$ cat src/rtl/booth_seq_multiplier_pkg.sv
// Shared types for the sequential radix-4 Booth multiplier.
// Latency: none (types only).
// Backpressure: none (types only).
// Contents: FSM state encoding and Booth digit select encoding.
package booth_seq_multiplier_pkg;

  typedef enum logic [1:0] {
    ST_IDLE = 2'd0,
    ST_CALC = 2'd1,
    ST_DONE = 2'd2
  } state_t;

  // Digit selected by one radix-4 Booth recoding step.
  typedef enum logic [2:0] {
    SEL_ZERO = 3'd0,
    SEL_POS1 = 3'd1,
    SEL_POS2 = 3'd2,
    SEL_NEG1 = 3'd3,
    SEL_NEG2 = 3'd4
  } booth_sel_t;

endpackage

$ cat src/rtl/booth_r4_recoder.sv
// Radix-4 Booth recoder: three overlapping multiplier bits -> digit select.
// Latency: purely combinational.
// Backpressure: none.
// Ports: bits[2:0] = {b[2i+1], b[2i], b[2i-1]}; sel = 0 / +-1 / +-2 multiple of A.
module booth_r4_recoder
  import booth_seq_multiplier_pkg::*;
(
  input  logic [2:0] bits,
  output booth_sel_t sel
);

  always_comb begin
    sel = SEL_ZERO;
    case (bits)
      3'b001, 3'b010: sel = SEL_POS1;
      3'b011:         sel = SEL_POS2;
      3'b100:         sel = SEL_NEG2;
      3'b101, 3'b110: sel = SEL_NEG1;
      default:        sel = SEL_ZERO;
    endcase
  end

endmodule

$ cat src/rtl/booth_seq_multiplier.sv
// Sequential radix-4 Booth multiplier, one recoded digit per clock, signed or unsigned.
// Latency: done pulses WIDTH/2+1 clocks after start is sampled; hi/lo load on that edge.
// Backpressure: start is ignored while busy; a new start may be accepted in the DONE cycle.
// Ports: clock, clear (async, active-high), start, mode_signed, multiplicand, multiplier
//        -> busy (iterating), done (1-cycle pulse), hi/lo (product halves, held between results).
module booth_seq_multiplier
  import booth_seq_multiplier_pkg::*;
#(
  parameter int WIDTH = 32
) (
  input  logic             clock,
  input  logic             clear,
  input  logic             start,
  input  logic             mode_signed,
  input  logic [WIDTH-1:0] multiplicand,
  input  logic [WIDTH-1:0] multiplier,
  output logic             busy,
  output logic             done,
  output logic [WIDTH-1:0] hi,
  output logic [WIDTH-1:0] lo
);

  localparam int ITER = WIDTH / 2 + 1;
  localparam int CW   = $clog2(ITER + 1);
  // Upper (adding) part of the accumulator: WIDTH+2 operand bits, one bit for 2A,
  // one guard bit so the running partial sum never overflows.
  localparam int UW   = WIDTH + 4;
  // Full accumulator: upper part plus the WIDTH+2 product bits shifted out below it.
  localparam int AW   = UW + WIDTH + 2;

  state_t          state;
  logic [CW-1:0]   cnt;
  logic [WIDTH+1:0] a_ext;
  // Multiplier shift register with an implicit 0 below bit 0 for the first digit.
  logic [WIDTH+2:0] mreg;
  logic [AW-1:0]   acc;

  booth_sel_t      sel;
  logic [UW-1:0]   a_sx;
  logic [UW-1:0]   addend;
  logic [UW-1:0]   upper_sum;
  logic [AW-1:0]   pre_shift;
  logic [AW-1:0]   acc_next;

  function automatic logic [WIDTH+1:0] extend(input logic [WIDTH-1:0] x, input logic sgn);
    return sgn ? {{2{x[WIDTH-1]}}, x} : {2'b00, x};
  endfunction

  booth_r4_recoder u_recoder (
    .bits (mreg[2:0]),
    .sel  (sel)
  );

  always_comb begin
    a_sx   = {{2{a_ext[WIDTH+1]}}, a_ext};
    addend = '0;
    case (sel)
      SEL_POS1: addend = a_sx;
      SEL_POS2: addend = a_sx << 1;
      SEL_NEG1: addend = -a_sx;
      SEL_NEG2: addend = -(a_sx << 1);
      default:  addend = '0;
    endcase
    upper_sum = acc[AW-1:WIDTH+2] + addend;
    pre_shift = {upper_sum, acc[WIDTH+1:0]};
    acc_next  = $signed(pre_shift) >>> 2;
  end

  always_ff @(posedge clock or posedge clear) begin
    if (clear) begin
      state <= ST_IDLE;
      busy  <= 1'b0;
      done  <= 1'b0;
      hi    <= '0;
      lo    <= '0;
      cnt   <= '0;
      a_ext <= '0;
      mreg  <= '0;
      acc   <= '0;
    end else begin
      case (state)
        ST_IDLE, ST_DONE: begin
          done <= 1'b0;
          if (start) begin
            a_ext <= extend(multiplicand, mode_signed);
            mreg  <= {extend(multiplier, mode_signed), 1'b0};
            acc   <= '0;
            cnt   <= '0;
            state <= ST_CALC;
            busy  <= 1'b1;
          end else begin
            state <= ST_IDLE;
            busy  <= 1'b0;
          end
        end
        ST_CALC: begin
          acc  <= acc_next;
          mreg <= mreg >> 2;
          cnt  <= cnt + CW'(1);
          if (cnt == CW'(ITER - 1)) begin
            state     <= ST_DONE;
            busy      <= 1'b0;
            done      <= 1'b1;
            {hi, lo}  <= acc_next[2*WIDTH-1:0];
          end
        end
        default: begin
          state <= ST_IDLE;
          busy  <= 1'b0;
          done  <= 1'b0;
        end
      endcase
    end
  end

endmodule

$ cat config.mk
export PLATFORM = sky130hd
export DESIGN_NAME = booth_seq_multiplier
export DESIGN_NICKNAME = d
export VERILOG_FILES = /design/src/rtl/booth_seq_multiplier_pkg.sv /design/src/rtl/booth_r4_recoder.sv /design/src/rtl/booth_seq_multiplier.sv
export SDC_FILE = /design/constraint.sdc
export NUM_CORES = 1
export LEC_CHECK = 0
export BUFFER_PORTS_ARGS = -buffer_cell sky130_fd_sc_hd__buf_2
export CAP_MARGIN = 30
export CORE_UTILIZATION = 35
export DETAILED_ROUTE_END_ITERATION = 8
export MAX_ROUTING_LAYER = met4
export PLACE_DENSITY = 0.6
export SLEW_MARGIN = 30
export SYNTH_ARGS = -nofsm -noshare
export SYNTH_HDL_FRONTEND = slang
export SYNTH_SLANG_ARGS = --single-unit
$ cat constraint.sdc
create_clock -name clock -period 5.9 [get_ports clock]
set_clock_uncertainty 0.15 [all_clocks]
set_input_delay 0 -clock clock [delete_from_list [all_inputs] [get_ports clock]]
set_output_delay 0 -clock clock [all_outputs]
set_load 0.02 [all_outputs]
### Word-level counts from Yosys, hierarchy flattened

Cells that the tools add are included.

| cells by class | value |
|---|---|
| add/subtract/negate cells | 4 |
| $mul | 0 |
| div/mod/pow operators | 0 |
| order comparisons | 0 |
| eq/ne operators | 15 |
| shifts and indexed selects | 0 |
| mux-type cells | 18 |
| bitwise operators | 0 |
| reductions and logical operators | 8 |

Operators by type and width:

| cell | count |
|---|---|
| $pmux W36 S4 | 1 |
| $pmux W70 S2 | 1 |
| $neg A36 Y36 | 2 |
| $mux W70 | 1 |
| $pmux W35 S2 | 1 |
| $mux W34 | 2 |
| $add A36 B36 Y36 | 1 |
| $mux W35 | 1 |
| $eq A3 B2 Y1 const B | 4 |
| $eq A3 B3 Y1 const B | 4 |
| $pmux W3 S4 | 1 |
| $pmux W5 S2 | 1 |
| $eq A3 B1 Y1 const B | 2 |
| $reduce_and A2 Y1 | 3 |
| $reduce_or A2 Y1 | 3 |
| $add A5 B1 Y5 const B | 1 |
| $eq A5 B5 Y1 const B | 1 |
| $mux W1 | 5 |
| $mux W5 | 1 |
| $ne A2 B2 Y1 const B | 2 |
| $pmux W2 S2 | 1 |
| $eq A2 B1 Y1 const B | 1 |
| $eq A2 B2 Y1 const B | 1 |
| $logic_not A2 Y1 | 1 |
| 3 further kinds | 3 |

| storage, ports and cells | value |
|---|---|
| flip-flop bits (word level) | 212 |
| latch bits | 0 |
| memory bits (writable) | 0 |
| memory bits (read-only) | 0 |
| output and inout port bits | 66 |
| word-level logic and storage cells | 54 |
| memories kept | 0 |

### Logic depth before layout (Yosys ltp)

Gate-level depths: netlist of the first run.

| depth | value |
|---|---|
| depth in word-level cells | 7 |
| mapped depth | 23 |
| gate-level depth less buffers | 22 |

### By module

Synthesis of the first run repeated with hierarchy kept, for this count alone.

| second synthesis, totals | value |
|---|---|
| cells, all modules | 1238 |
| area total of the unflattened synthesis | 11084.4 sq um |

By module, submodules not included:

| module | instances | cells an instance | area an instance (sq um) | sequential area each (sq um) |
|---|---|---|---|---|
| booth_seq_multiplier | 1 | 1234 | 11050.6 | 5104.9 |
| booth_r4_recoder | 1 | 4 | 33.8 | 0.0 |

### Least setup slack after synthesis of the first run

OpenSTA, ideal clock, no wires.

| timing | value |
|---|---|
| kind | reg2reg |
| start | reg a_ext[3] |
| end | reg acc[65] |
| library setup time | 0.131 ns |
| arrival time | 4.958 ns |
| setup slack | 0.661 ns |
| cell stages (with the launch flop) | 23 |
| period minus slack after synthesis | 5.239 ns |
| cells stage by stage | dfrtp_1 > buf_6 > or3_4 > or2_1 > buf_6 > or3_4 > or3_4 > or3_4 > nand2_1 > xor2_1 > o21ai_0 > o21a_1 > ha_1 > a21o_1 > o21bai_1 > a221oi_1 > nor2_1 > a31o_2 > o31ai_1 > nor2_1 > a211oi_1 > xor2_1 > o21ai_0 |

| on the way | value |
|---|---|
| longest elaborated chain between the ends | 4 |
| elaborated cells between the ends (all ways) | 5 |
| classes of those cells | add/sub: 3; mux: 2 |

Ends and longest elaborated chain:

| element | line | source |
|---|---|---|
| start, declared | booth_seq_multiplier.sv:33 | `logic [WIDTH+1:0] a_ext;` |
| start signal, assigned | booth_seq_multiplier.sv:85 | `a_ext <= extend(multiplicand, mode_signed);` |
| $neg A36 Y36 (on tied branches) | booth_seq_multiplier.sv:60, booth_seq_multiplier.sv:61 |  |
| $pmux W36 S4 (*) | booth_seq_multiplier.sv:57 | `case (sel)` |
| $add A36 B36 Y36 (*) | booth_seq_multiplier.sv:64 | `upper_sum = acc[AW-1:WIDTH+2] + addend;` |
| $pmux W70 S2 (*) | booth_seq_multiplier.sv:81 | `case (state)` |
| end signal, assigned | booth_seq_multiplier.sv:97 | `acc <= acc_next;` |
| end, declared | booth_seq_multiplier.sv:36 | `logic [AW-1:0] acc;` |

Mark *: on every way between the ends. The rest lies on a longest branch, timed or not.
A chain may end at the register's enable or synchronous reset.

### Worst setup path after layout of the first run

Ends and elaborated chain as after synthesis.

==> results_dict.tcl, run 1 <==
set metrics [dict create \
    syn_avg_cell_area_um2 9.001 \
    htreeDepth 1 \
    cts-root-buf "clkbuf_16" \
    cp-start-kind "flop" \
    cts_sinks 204 \
    crit_path_end_kind "flop" \
    route.met2.wl_um 13320 \
    clk_pin_slew_ns 0.06 \
    fin_nets 1570 \
    hold_viol 0 \
    die_y_um 182.4 \
    synth-seq-area-share_pct 44.84 \
    grt-ovfl-total 0 \
    cp_data_arrival_time_ns 5.75 \
    hp-start "multiplier[23]" \
    path_class "flop to flop" \
    tritoncts "built" \
    tightest_slew_ns 0.8295 \
    synth_warnings 0 \
    hpwl_um 20540 \
    layout_commonest_cell "nand2_1" \
    firstDrtPassIters 4 \
    setup_viol 0 \
    wl_met3_um 1677 \
    ys_async_sr_fraction_pct 100.0 \
    cp_top_family "simple AND/OR/NAND/NOR gates" \
    status "finished, final reports clean" \
    synth_ff_type "dfrtp_1" \
    synth_cells 1265 \
    slew_headroom_pct 44.70 \
    clk_latency_ns 0.52 \
    first_global_vias 9381 \
    finalMaxSlewViolations 0 \
    layout_common_cells "nand2_1, dfrtp_1, buf_2" \
    path_buf_inv 0 \
    maxCapViolCount 0 \
    crit_fanout 10 \
    synth_nets 1372 \
    first_iter_violations 784 \
    syn-cell-area_um2 11390 \
    antenna_found_initial 0 \
    postCtsSetupRepairBufs 0 \
    cp_common_cell "or3_4" \
    max_freq_ghz 0.1817 \
    m1WireLength_um 14690 \
    critPathRequiredTime_ns 6.15 \
    vias_per_cell 5.077 \
    clock_path_buffers 3 \
    track_usage_pct 18.86 \
    period_needed_ns 5.505 \
    num_rows 65 \
    port_buffers 133 \
    hold_slack_ns 0.07009 \
    die_area_um2 33260 \
    final.fill_count 3104 \
    fin_util_pct 45.26 \
    tns_ns 0 \
    syn2layout_area_growth_pct 26.41 \
    synth-edff-count 0 \
    routed.top_layer "met4" \
    crit_start "a_ext[3]$_DFFE_PP0P_" \
    globalplace.congestion 0.9268 \
    wl_um 30210 \
    grt_start_max_net_pins 75 \
    insertedDiodeCount 0 \
    slowest_delay_ns 0.48 \
    via_count 9718 \
    wire_per_inst_um 15.78 \
    initial_core_util_pct 35.81 \
    hold_path.class "input pin to flop" \
    rr_startpoint "a_ext[3]$_DFFE_PP0P_" \
    num_io_pins 134 \
    fin_crit_sh_pct 93.30 \
    ys_ff_latch 204 \
    cts_buffers 24 \
    drtAntennaViolNets 0 \
    drc 0 \
    core_um2 31800 \
    dieWidth_um 182.4 \
    crit_slowest_cell "dfrtp_1" \
    synthDistinctLibCells 62 \
    grt_pass1_wl_um 49660 \
    rsz0062_at_grt "false" \
    worstPathCellList "or3_4 -> or2_1 -> or3_4 -> or3_4 -> or3_4 -> nand2_1 -> xor2_1 -> o21ai_0 -> o21a_1 -> ha_1 -> a21o_1 -> o21bai_1 -> a221oi_1 -> nor2_1 -> a31o_2 -> o31ai_2 -> nor2_1 -> a211oi_2 -> xor2_1 -> o21ai_0" \
    drive_gt1_share_pct 17.24 \
]
tightest hold or removal path: stages:
cell and delay [ns]:
dlygate4sd3_1 0.52, buf_2 0.09, a22oi_1 0.05, nand2_1 0.05
cells by family (layout without fill, tap and decap cells):
kind of cell / Yosys count / in the layout / synth area share [%]
and+or+nand+nor: 494 / 494 / 18.75
adders and majority gates: 39 / 39 / 4.352
xor gates and xnor gates: 84 / 84 / 6.462
AOI/OAI and AO/OA: 299 / 299 / 18.34
muxes: 36 / 36 / 3.473
DFF: 204 / 204 / 44.84
buffers and inverters: 109 / 323 / 3.791
registers in the layout, summed over array words and instances, names as in the netlist:
name and flops:
cnt 5, state 1, hi 32, a_ext 33
acc 66, mreg 34, done 1, lo 32
final timing paths:
path                                        end  slack, ns  cells after the start
max                         acc[65]$_DFFE_PP0P_       0.40                     20
min                        mreg[24]$_DFFE_PP0P_       0.07                      4
max reg2reg                 acc[65]$_DFFE_PP0P_       0.40                     20
min reg2reg                  lo[12]$_DFFE_PP0P_       0.31                      2
max in group asynchronous   acc[20]$_DFFE_PP0P_       3.78                      5
min in group asynchronous    lo[15]$_DFFE_PP0P_       0.56                      4
stage by stage:
| stage | cells | cell area (um2) | worst slack, ns |
|---|---|---|---|
| after global routing | 1914 | 14390 | 0.03817 |
| after global placement | 1772 | 12470 | 0.4126 |
| after floorplan | 1265 | 11390 | 0.1826 |
| final | 1914 | 14390 | 0.3953 |
| after CTS | 1914 | 14380 | 0.3008 |
| after detailed placement | 1776 | 12570 | 0.3164 |
synth_stat cells (7+ instances only):
| master | n | area share, % |
|---|---|---|
| mux2i_1 | 8 | 0.70 |
| xor2_1 | 33 | 2.5 |
| a22oi_1 | 35 | 2.3 |
| clkbuf_1 | 76 | 2.5 |
| xnor2_1 | 51 | 3.9 |
| or4_1 | 7 | 0.46 |
| nor2_1 | 54 | 1.8 |
| nand3_1 | 14 | 0.62 |
| nand2b_1 | 13 | 0.71 |
| o21ai_0 | 66 | 2.9 |
| a21o_1 | 12 | 0.79 |
| mux2_2 | 28 | 2.8 |
| dfrtp_1 | 204 | 45 |
| nor2b_1 | 11 | 0.60 |
| inv_1 | 21 | 0.69 |
| a21oi_1 | 46 | 2.0 |
| ha_1 | 38 | 4.2 |
| o21a_1 | 8 | 0.53 |
| a31oi_1 | 14 | 0.77 |
| nand2_1 | 347 | 11 |
| a221oi_1 | 14 | 1.1 |
| nor3_1 | 13 | 0.57 |
| a22o_1 | 62 | 4.8 |
layer usage:
layer  GRT usage [%]  vias up
met4           4.067        0
met2           29.01      265
met1           26.57     4624
met5               -        -
met3           2.355       36
li1                -     4793
timing repair:
item                                   in CTS  in global routing
hold buffers                               96                  0
resized for setup                           0                  3
setup endpoints to repair                   0                  2
endpoints found under the hold margin     141                  0
layout make-up:
type | count | area, um2 | share of cell area (%)
clock buffer | 30 | 673.1 | 4.677
clock inverter | 12 | 175.2 | 1.217
inverter | 22 | 90.09 | 0.6259
multi-input combinational | 952 | 5882 | 40.87
sequential | 204 | 5105 | 35.47
tap | 435 | 544.3 | 3.782
timing repair buffer | 259 | 1923 | 13.36
Power of run 1 is not shown: default switching activity piles up to over one toggle a cycle in this logic, so the estimate is an artifact.
==> run 2: changes to the inputs <==
REMOVE_ABC_BUFFERS = 1   (was default)
==> results_dict.tcl, run 2 (same netlist as run 1, synthesis figures left out) <==
set metrics [dict create \
    status "complete, but fails checks" \
    violations "hold timing" \
    num_io_pins 134 \
    layout_common_cells "nand2_1, dfrtp_1, buf_2" \
    globalplace.congestion 0.8878 \
    syn2layout_area_growth_pct 23.28 \
    firstDrtPassIters 5 \
    hold_path.class "input pin to async pin" \
    reg_top3 "acc x66, mreg x34, a_ext x33" \
    finalMaxSlewViolations 0 \
    wl_um 30270 \
    crit_path_end_kind "flop" \
    path_class "flop to flop" \
    wire_per_inst_um 16.05 \
    tritoncts "built" \
    die_y_um 182.4 \
    crit_fanout 10 \
    drtAntennaViolNets 0 \
    grt_pass1_wl_um 51140 \
    pre_cts_ws_ns 0.2984 \
    fin_crit_sh_pct 94.86 \
    via_count 9691 \
    num_rows 65 \
    vias_per_cell 5.138 \
    met1_usage_pct 26.40 \
    insertedDiodeCount 0 \
    setup_viol 0 \
    grt_use_met3_pct 2.275 \
    first_iter_violations 680 \
    die_area_um2 33260 \
    numPlacedInstances 1781 \
    tightest_slew_ns 0.8493 \
    clk_latency_ns 0.54 \
    antenna_found_initial 0 \
    top_register "acc" \
    period_needed_ns 5.596 \
    fin_ws_ns 0.3035 \
    layout.cells.non_filler 1886 \
    largest_reg_flops 66 \
    grtUsageMet2_pct 30.88 \
    dieWidth_um 182.4 \
    postCtsSetupRepairBufs 0 \
    first_global_vias 9599 \
    cts_sinks 204 \
    drive_gt1_share_pct 17.44 \
    cts_buffers 24 \
    layout_commonest_cell "nand2_1" \
    clock_path_buffers 3 \
    hold_viol 6 \
    cp-start-kind "flop" \
    track_usage_pct 19.42 \
    grt-ovfl-total 0 \
    hold_slack_ns -0.02914 \
    port_buffers 133 \
    slew_headroom_pct 43.38 \
    hpwl_um 20320 \
    cp_data_arrival_time_ns 5.84 \
    maxCapViolCount 0 \
    rsz0062_at_grt "false" \
    drc 0 \
    htreeDepth 1 \
    fin_nets 1545 \
    max_freq_ghz 0.1787 \
    critPathRequiredTime_ns 6.15 \
    cts-root-buf "clkbuf_16" \
    initial_core_util_pct 35.81 \
    grt_start_max_net_pins 134 \
    clk_pin_slew_ns 0.06 \
    core_um2 31800 \
    gr-max-usage-layer "met2" \
]
==> run 2: area by class of cell <==
type | instances | area, um2
fill | 3099 | 17760
multi-input combinational | 952 | 5879
sequential | 204 | 5105
timing repair buffer | 234 | 1613
clock buffer | 34 | 688.2
tap | 435 | 544.3
clock inverter | 5 | 111.4
inverter | 22 | 95.09
==> run 2: path summary, 6_finish.rpt <==
path	start	endpoint	depth (start not counted)	slack, ns
setup / recovery	a_ext[3]$_DFFE_PP0P_	acc[65]$_DFFE_PP0P_	20	0.30
hold / removal	clear	mreg[19]$_DFFE_PP0P_	3	-0.03
hold reg to reg	lo[17]$_DFFE_PP0P_	lo[17]$_DFFE_PP0P_	2	0.32
min in group clock	multiplicand[8]	a_ext[8]$_DFFE_PP0P_	4	0.04
setup reg to reg	a_ext[3]$_DFFE_PP0P_	acc[65]$_DFFE_PP0P_	20	0.30
max in group asynchronous	clear	hi[9]$_DFFE_PP0P_	4	4.49
==> run 2: routing by layer <==
metal / part of all wire, % / vias up / routed length (um)
met2: 46 / 237 / 13780
met3: 4.3 / 44 / 1297
met5: 0 / - / 0
met4: 2.3 / 0 / 697
met1: 48 / 4656 / 14490
li1: - / 4754 / -
==> run 2: critical path, stage by stage, from the launching register on <==
cell      delay (ns)
dfrtp_1         0.48
or3_4           0.44
or2_1           0.32
or3_4           0.37
or3_4           0.35
or3_4           0.37
nand2_1         0.10
xor2_1          0.19
o21ai_0         0.11
o21a_1          0.20
ha_1            0.35
a21o_1          0.23
o21bai_1        0.17
a221oi_1        0.33
nor2_1          0.09
a31o_2          0.25
o31ai_2         0.28
nor2_1          0.08
a211oi_1        0.33
xor2_1          0.17
o21ai_0         0.08
==> run 2: metrics by stage <==
step	instance area [um2]	TNS, ns	hold slack [ns]	utilization [%]
floorplan	11040	-331.21	-0.04456	-
detailed placement	12560	0	0.04117	39.50
global placement	12530	0	0.04134	39.42
CTS	14020	0	0.02496	44.10
global route	14040	0	0.02570	44.14
finish	14040	0	-0.02914	44.14
==> run 2: timing repair <==
item	CTS	global route
endpoints found under the setup margin	0	1
hold endpoints to repair	198	0
resized for setup	0	1
hold buffers	66	0
Power of run 2 is left out for the same reason.
==> run 3: changes to the inputs <==
CELL_PAD_IN_SITES_DETAIL_PLACEMENT = 2   (was default)
CELL_PAD_IN_SITES_GLOBAL_PLACEMENT = 2   (was default)
CORE_UTILIZATION = 33   (was 35)
PLACE_DENSITY = 0.83   (was 0.6)
==> results_dict.tcl, run 3 (same netlist as run 1, synthesis figures left out) <==
set metrics [dict create \
    status "finished, final reports clean" \
    final.fill_count 3768 \
    firstDrtPassIters 4 \
    clk_pin_slew_ns 0.07 \
    hold_path.class "input pin to flop" \
    grt_start_max_net_pins 150 \
    dieWidth_um 187.8 \
    grt_pass1_wl_um 63090 \
    setup_viol 0 \
    fin_crit_sh_pct 95.62 \
    slew_headroom_pct 36.88 \
    htreeDepth 1 \
    fin_nets 1538 \
    largest_reg_flops 66 \
    hpwl_um 24820 \
    crit_path_end_kind "flop" \
    pre_cts_ws_ns 0.1456 \
    worstPathCellList "or3_4 -> or2_1 -> or3_4 -> or3_4 -> or3_4 -> nand2_1 -> xor2_1 -> o21ai_0 -> o21a_1 -> ha_1 -> nand2_1 -> or3_1 -> nor2_1 -> a31o_2 -> o311ai_0 -> a31o_2 -> nor2b_1 -> or4_1 -> o22ai_1" \
    stdcell_area_um2 14030 \
    num_io_pins 134 \
    top_register "acc" \
    hold_viol 0 \
    reg_top3 "acc x66, mreg x34, a_ext x33" \
    wire_per_inst_um 20.27 \
    cp-start-kind "flop" \
    track_usage_pct 22.80 \
    rsz0062_at_grt "false" \
    postCtsSetupRepairBufs 0 \
    finalMaxSlewViolations 0 \
    cp_top_family "simple AND/OR/NAND/NOR gates" \
    cts_buffers 25 \
    initial_core_util_pct 33.79 \
    grt-ovfl-total 0 \
    die_y_um 187.8 \
    crit_fanout 10 \
    path_class "flop to flop" \
    clock_path_buffers 3 \
    maxCapViolCount 0 \
    drtAntennaViolNets 0 \
    cp_common_cell "or3_4" \
    layout_common_cells "nand2_1, dfrtp_1, buf_2" \
    num_rows 67 \
    vias_per_cell 5.358 \
    max_freq_ghz 0.1773 \
    drc 0 \
    cp_data_arrival_time_ns 5.94 \
    tritoncts "built" \
    cts-root-buf "clkbuf_16" \
    die_area_um2 35250 \
    crit_slowest_cell "or4_1" \
    insertedDiodeCount 0 \
    wl_um 38440 \
    port_buffers 133 \
    tightest_slew_ns 0.9448 \
    critPathRequiredTime_ns 6.20 \
    period_needed_ns 5.641 \
    globalplace.congestion 0.8746 \
    core_um2 33700 \
    antenna_found_initial 0 \
    fin_util_pct 41.62 \
    path_buf_inv 0 \
    clk_latency_ns 0.55 \
    first_global_vias 11600 \
    first_iter_violations 373 \
    fin_ws_ns 0.2586 \
    slowest_delay_ns 0.49 \
    syn2layout_area_growth_pct 23.20 \
    layout_commonest_cell "nand2_1" \
    hold_slack_ns 0.04123 \
    via_count 10159 \
    cts_sinks 204 \
    drive_gt1_share_pct 17.47 \
    place_area_um2 12500 \
]
-- run 3: worst paths after layout --
check                      cells after the start                    end  slack, ns                  from
max                                           19    acc[68]$_DFFE_PP0P_       0.26  a_ext[3]$_DFFE_PP0P_
min                                            4  a_ext[12]$_DFFE_PP0P_       0.04      multiplicand[12]
max reg2reg                                   19    acc[68]$_DFFE_PP0P_       0.26  a_ext[3]$_DFFE_PP0P_
min reg2reg                                    2      lo[0]$_DFFE_PP0P_       0.32     lo[0]$_DFFE_PP0P_
max in group asynchronous                      4    mreg[0]$_DFFE_PP0P_       4.19                 clear
min in group asynchronous                      3      hi[5]$_DFFE_PP0P_       0.05                 clear
-- run 3: per-layer routing --
metal | track usage, % | wire length, um
met4 | 6.629 | 1103
met5 | - | 0
met1 | 26.79 | 16230
met2 | 41.13 | 20140
met3 | 2.134 | 962
-- run 3: area by class of cell --
class	instances	area (um2)	area share (%)
Tap cell	448	560.5	3.996
Sequential cell	204	5107	36.41
Timing Repair Buffer	226	1529	10.90
Clock buffer	33	685.7	4.888
Clock inverter	11	165.2	1.177
Multi-Input combinational cell	952	5884	41.95
Inverter	22	95.09	0.6779
-- run 3: repair_timing --
| action | in CTS | in global routing |
|---|---|---|
| hold buffers | 66 | 0 |
| setup endpoints to repair | 0 | 5 |
| hold endpoints to repair | 214 | 0 |
| resized for setup | 0 | 5 |
-- run 3: through the flow --
stage	TNS (ns)	std cells
6_report	0	1896
5_1_grt	0	1896
4_1_cts	0	1896
3_5_place_dp	0	1786
3_3_place_gp	0	1786
2_1_floorplan	-331.21	1178
-- run 3: worst register-to-register path, cell delays in order, from the launching register on --
cell      delay, ns
dfrtp_2        0.48
or3_4          0.43
or2_1          0.33
or3_4          0.37
or3_4          0.35
or3_4          0.37
nand2_1        0.09
xor2_1         0.19
o21ai_0        0.11
o21a_1         0.21
ha_1           0.37
nand2_1        0.16
or3_1          0.40
nor2_1         0.12
a31o_2         0.20
o311ai_0       0.14
a31o_2         0.26
nor2b_1        0.13
or4_1          0.49
o22ai_1        0.19
Power of run 3 is left out for the same reason.
